[src/rtl/seg7_scan_2.sv]
// Two-digit multiplexed 7-segment scanner with per-frame digit snapshot and anode blanking.
// Optional: define SEG7_LEADING_ZERO_BLANK_EN to blank the tens digit when it is zero.
module seg7_scan_2 #(
  parameter int REFRESH_DIV  = 50000,
  parameter int BLANK_CYCLES = 500
) (
  input  logic       CLK,
  input  logic       RST_N,
  input  logic [3:0] digit_1,
  input  logic [3:0] digit_2,
  output logic [6:0] seg,
  output logic [1:0] an
);

  localparam int CNT_W = (REFRESH_DIV > 2) ? $clog2(REFRESH_DIV) : 1;
  localparam logic [CNT_W-1:0] CNT_LAST = CNT_W'(REFRESH_DIV - 1);

  localparam logic [6:0] SEG_OFF = 7'h7F;
  localparam logic [1:0] AN_OFF  = 2'b11;
  localparam logic [1:0] AN_ONES = 2'b10;
  localparam logic [1:0] AN_TENS = 2'b01;

  typedef enum logic {
    SCAN_ONES,
    SCAN_TENS
  } state_t;

  state_t           state;
  logic [CNT_W-1:0] cnt;
  logic [3:0]       ones_q;
  logic [3:0]       tens_q;
  logic [6:0]       seg_d;
  logic [1:0]       an_d;

  // Active-low {g,f,e,d,c,b,a}; anything outside 0-9 shows a dash.
  function automatic logic [6:0] enc(input logic [3:0] d);
    case (d)
      4'd0:    enc = 7'h40;
      4'd1:    enc = 7'h79;
      4'd2:    enc = 7'h24;
      4'd3:    enc = 7'h30;
      4'd4:    enc = 7'h19;
      4'd5:    enc = 7'h12;
      4'd6:    enc = 7'h02;
      4'd7:    enc = 7'h78;
      4'd8:    enc = 7'h00;
      4'd9:    enc = 7'h10;
      default: enc = 7'h3F;
    endcase
  endfunction

  always_comb begin
    // NOTE: defaults first so every path assigns seg_d/an_d and no latch is inferred.
    seg_d = SEG_OFF;
    an_d  = AN_OFF;
    // Signed compare keeps BLANK_CYCLES=0 meaningful (never blanking).
    if (int'(cnt) >= BLANK_CYCLES) begin
      if (state == SCAN_ONES) begin
        an_d  = AN_ONES;
        seg_d = enc(ones_q);
      end else begin
`ifdef SEG7_LEADING_ZERO_BLANK_EN
        if (tens_q != 4'd0) begin
          an_d  = AN_TENS;
          seg_d = enc(tens_q);
        end
`else
        an_d  = AN_TENS;
        seg_d = enc(tens_q);
`endif
      end
    end
  end

  always_ff @(posedge CLK or negedge RST_N) begin
    if (!RST_N) begin
      state  <= SCAN_ONES;
      cnt    <= '0;
      ones_q <= 4'd0;
      tens_q <= 4'd0;
      seg    <= SEG_OFF;
      an     <= AN_OFF;
    end else begin
      // NOTE: non-blocking so every register samples pre-edge values of its peers.
      seg <= seg_d;
      an  <= an_d;
      if (cnt == CNT_LAST) begin
        cnt   <= '0;
        state <= (state == SCAN_ONES) ? SCAN_TENS : SCAN_ONES;
        // Digits are sampled once per frame so a frame never mixes two pairs.
        if (state == SCAN_TENS) begin
          ones_q <= digit_1;
          tens_q <= digit_2;
        end
      end else begin
        cnt <= cnt + 1'b1;
      end
    end
  end

endmodule

[config.mk]
export PLATFORM = sky130hd
export DESIGN_NAME = seg7_scan_2
export DESIGN_NICKNAME = d
export VERILOG_FILES = /design/src/rtl/seg7_scan_2.sv
export SDC_FILE = /design/constraint.sdc
export NUM_CORES = 1
export LEC_CHECK = 0
export BUFFER_PORTS_ARGS = -buffer_cell sky130_fd_sc_hd__buf_2
export CAP_MARGIN = 10
export CORE_ASPECT_RATIO = 1.2
export CORE_MARGIN = 5
export CORE_UTILIZATION = 45
export DETAILED_ROUTE_END_ITERATION = 7
export PLACE_DENSITY = 0.61
export SYNTH_ARGS = -nofsm -noshare
export SYNTH_HDL_FRONTEND = slang
export SYNTH_SLANG_ARGS = --single-unit
[constraint.sdc]
create_clock -name CLK -period 2.3 [get_ports CLK]
set_clock_uncertainty 0.15 [all_clocks]
set_input_delay 0.345 -clock CLK [delete_from_list [all_inputs] [get_ports CLK]]
set_output_delay 0.345 -clock CLK [all_outputs]
set_load 0.03 [all_outputs]
Word-level counts from Yosys, hierarchy flattened

Memory sizes are Yosys's and may differ from the RTL's.
Cells that the tools add are included.

Magnitude comparators: 1
Multiplexer cells: 6
Eq/ne operators: 1
Reductions and logical operators: 1
$add $sub $neg: 1

Operators with widths:

| operator                                                               | number |
|---|---|
| 16-bit by 1-bit adder with 16-bit output, second input constant        | 1 |
| 16-bit == test, second input constant                                  | 1 |
| 16-bit by 9-bit >= comparator with 1-bit output, second input constant | 1 |
| 16-bit 2-to-1 mux                                                      | 1 |
| 7-bit 2-to-1 mux                                                       | 2 |
| 2-bit 2-to-1 mux                                                       | 2 |
| 2-bit AND reduction                                                    | 1 |
| 1-bit 2-to-1 mux                                                       | 1 |

ROM bits: 224
Logic and storage cells: 18
Output and inout port bits: 9
Register bits: 34
Memories kept: 2
Input bits: 10

Memories:

| memory          | depth | bits a word | rd ports | clocked after memory_dff | wr ports | line | text |
|---|---|---|---|---|---|---|---|
| (no name shown) | 16    | 7           | 1        | 0                        | 0        | 37   | `case (d)` |
| (no name shown) | 16    | 7           | 1        | 0                        | 0        | 37   |  |

Logic depth before layout (Yosys ltp)

An unclocked memory read counts as a cell.

Word-level depth: 3
Mapped depth: 6
Gate-level depth less buffers: 5

Worst setup path before layout

No wires, ideal clock.

Path kind: reg2reg
From: register cnt[11]
To: register ones_q[0]
Data arrival time: 1510 ps
Path slack: 515 ps
Stages on the path, launching flop included: 6
Path buffers: 1
Data required time: 2025 ps
Clock period less this slack: 1785 ps
Setup time: 125 ps
Cell sequence: dfrtp_1 nor4_2 and4bb_1 and3_1 buf_6 mux2_4

Cells in the longest elaborated chain, start to end: 2

Ends and longest elaborated chain:

| item                          | line | text |
|---|---|---|
| from (decl)                   | 29   | `logic [CNT_W-1:0] cnt;` |
| from (signal assigned)        | 96   | `cnt <= cnt + 1'b1;` |
| 16-bit == test                | 87   | `if (cnt == CNT_LAST) begin` |
| 2-bit AND reduction (no line) | --   |  |
| to (signal assigned)          | 92   | `ones_q <= digit_1;` |
| to (decl)                     | 30   | `logic [3:0] ones_q;` |

Every way passes these cells.
A chain may end at the register's enable or synchronous reset.

Worst setup path in the final report

From: register cnt[10]
To: register tens_q[2]

Cells in the longest elaborated chain, start to end: 2

Ends and longest elaborated chain:

| item                          | line | text |
|---|---|---|
| 16-bit == test                | 87   |  |
| 2-bit AND reduction (no line) | --   |  |
| to (signal assigned)          | 93   | `tens_q <= digit_2;` |
| to (decl)                     | 31   | `logic [3:0] tens_q;` |

Every way passes these cells.

==> impl_metrics.py <==
metrics = {
    "sta": {
        "final-hold-violation-count": 0,
        "max_freq_mhz": 517.7,
        "slew_headroom": 0.5121,
        "period_minus_slack_ns": 1.932,
        "worstMarginPinSlew_ns": 0.7318,
        "grt_setup_unrepaired": "false",
        "finalSetupTns_ns": 0,
        "slew_viol_final": 0,
        "post-route-period-util": 0.8399,
        "setup_slack_ns": 0.3682,
        "setup_viol": 0,
    },
    "global_route": {
        "grt_first_pass_wirelength_um": 6023,
        "grt_max_degree": 35,
        "grt_overflow": 0,
        "first_global_vias": 1320,
        "grt_antenna_before_repair": 0,
        "grt_util_all_layers": 0.1503,
    },
    "synth": {
        "yosysWarnings": 0,
        "syn_inst": 170,
        "netlist_top_cells_area": "dfrtp_1 (34%), dfstp_2 (13%), ha_1 (8.3%), mux2_4 (6.6%), xor2_1 (4.8%)",
        "synth_top_area_frac": 0.3444,
        "synthesis.nets": 192,
        "syn_area_um2": 1817,
        "yosysUniqueCellTypes": 34,
        "synth_edf_count": 0,
        "synth_top_area_cell": "dfrtp_1",
        "ys_seq_elements": 34,
        "async_flop_share": 1.000,
        "ys_seq_area_frac": 0.4745,
        "ys.flop_type": "dfrtp_1",
        "avgSynthCellArea_um2": 10.69,
    },
    "clock_tree": {
        "clock-root-buffer": "clkbuf_8",
        "post_cts_resized": 0,
        "cts_tree": "yes",
        "htree_levels": 2,
        "clock-sinks": 34,
        "hold_buffers": 1,
        "path_clk_slew_ns": 0.07,
        "insertion_delay_ns": 0.28,
        "cts_setup_buffers": 0,
        "cts.path.max_buffers": 2,
        "cts_made_buffers": 5,
    },
    "detailed_routing": {
        "drcViolationCount": 0,
        "via_count": 1274,
        "viasPerCell": 5.137,
        "wl_um": 3492,
        "ant_nets": 0,
        "wl_per_cell_um": 14.08,
        "drt_iter0_drc": 70,
        "first_pass_iters": 4,
    },
    "critical_path": {
        "crit-reg2reg-launch": "cnt[10]",
        "path_max_fanout": 8,
        "reg2reg_slack_ns": 0.37,
        "arrival_ns": 1.94,
        "critPathRequiredTime_ns": 2.31,
        "worstSetupStartpoint": "cnt[10]",
        "crit_chain": "nor4_2, and4bb_1, and3_1, buf_4, mux2_4",
        "max_stage_delay_ns": 0.45,
        "path_class": "reg2reg",
        "start_kind": "flip-flop",
        "critPathCaptureType": "flip-flop",
        "crit_slowest_cell": "dfrtp_1",
    },
    "pwr": {
        "p_int_mw": 0.8494,
        "power.density_nw_per_um2": 514.9,
        "swShare": 0.1975,
        "p_clk_frac": 0.416,
        "total_power_mw": 1.058,
        "leakage_nw": 0.9171,
        "p_switching_mw": 0.2090,
        "comb_power_share": 0.019,
        "vdd_drop_max_mv": 0.3211,
        "seqPwrFrac": 0.566,
    },
    "cells_and_area": {
        "syn2layout_area_growth_pct": 13.15,
        "drive_gt1_frac": 0.2474,
        "fin_util": 0.5258,
        "nets": 215,
        "fin_cells": 248,
        "antennaDiodeCount": 0,
        "mostFrequentLayoutCell": "dfrtp_1",
        "final_cell_mix": "dfrtp_1 (25), nor2_1 (19), buf_2 (18)",
    },
    "placement": {
        "io_buffers": 18,
        "gp_congestion": 0.8113,
        "pre_cts_slack_ns": 0.3636,
        "hpwlAfterDp_um": 2585,
        "placedCellCount": 239,
    },
    "floorplanning": {
        "dieWidth_um": 68,
        "core_um2": 3910,
        "dieArea_um2": 5413,
        "start_util": 0.4646,
        "io_pins": 19,
        "die_height_um": 79.60,
        "core.rowCount": 25,
    },
    "worst_hold_path": {
        "min_from": "digit_1[1]",
        "holdCritPathClass": "in2reg",
    },
    "status": {
        "outcome": "completed",
    },
    "run": {
        "maxCapViolCount": 0,
    },
}
through the flow:
stage / hold slack (ns) / area [µm²]
2_1_floorplan: -0.1006 / 1817
3_3_place_gp: 0.2898 / 1956
3_5_place_dp: 0.3054 / 1956
4_1_cts: 0.1267 / 2056
5_1_grt: 0.1239 / 2056
6_report: 0.1399 / 2056
worst paths after layout:
check                            endpoint  depth (start not counted)
worst min register to register     cnt[2]                          1
worst max-delay path            tens_q[2]                          5
worst min-delay path            ones_q[1]                          2
max in group asynchronous          cnt[5]                          2
min in group asynchronous       tens_q[3]                          2
worst max register to register  tens_q[2]                          5
power groups by stage:
| stage | Clock [mW] | Combinational, mW | Sequential, mW |
|---|---|---|---|
| floorplan | 0 | 0.000328 | 0.609 |
| global placement | 0 | 0.0189 | 0.609 |
| detailed placement | 0 | 0.0197 | 0.609 |
| CTS | 0.458 | 0.0210 | 0.599 |
| global route | 0.488 | 0.0237 | 0.598 |
| finish | 0.440 | 0.0197 | 0.599 |
Yosys cell counts (5+ instances only):
master    instances
a21oi_1           7
dfrtp_1          25
dfstp_2           9
ha_1             12
inv_1             8
mux2_4            8
nand2_1           7
nand3_1           7
nor2_1           19
o211ai_1          5
o21ai_0           9
xnor2_1           5
xor2_1           10
layout make-up:
| type | instances | area (µm²) |
|---|---|---|
| clock buffers | 8 | 90.09 |
| fillers | 358 | 1854 |
| inverters | 8 | 30.03 |
| multi-input cells | 123 | 890.9 |
| flip-flops and latches | 34 | 862.1 |
| well taps | 54 | 67.56 |
| repair buffers | 21 | 115.1 |
critical path, delay by kind of cell, from the launching register on:
family / cells / cell delay, ns
simple gates: 3 / 0.71
flops: 1 / 0.45
mux: 1 / 0.31
buf+inv: 1 / 0.20
sequential cells by signal (all words and copies together), names as in the netlist:
signal,count
cnt,16
tens_q,4
an,2
state,1
ones_q,4
seg,7
per-layer routing:
layer / global-route usage / part of all wire
met1: 0.1525 / 0.40
met2: 0.2662 / 0.54
met3: 0.04648 / 0.032
met4: 0.07952 / 0.026
met5: 0 / 0
cell families after synthesis:
kind of cell             synth area share
AO/OA/AOI/OAI                     0.08334
buffers and inverters             0.03512
flip-flops                         0.4745
AND/OR/NAND/NOR                    0.1804
XOR/XNOR                          0.07231
adder cells (fa/ha/maj)           0.08264
multiplexers                      0.07163
No activity file was read; power rests on OpenSTA's default activity.
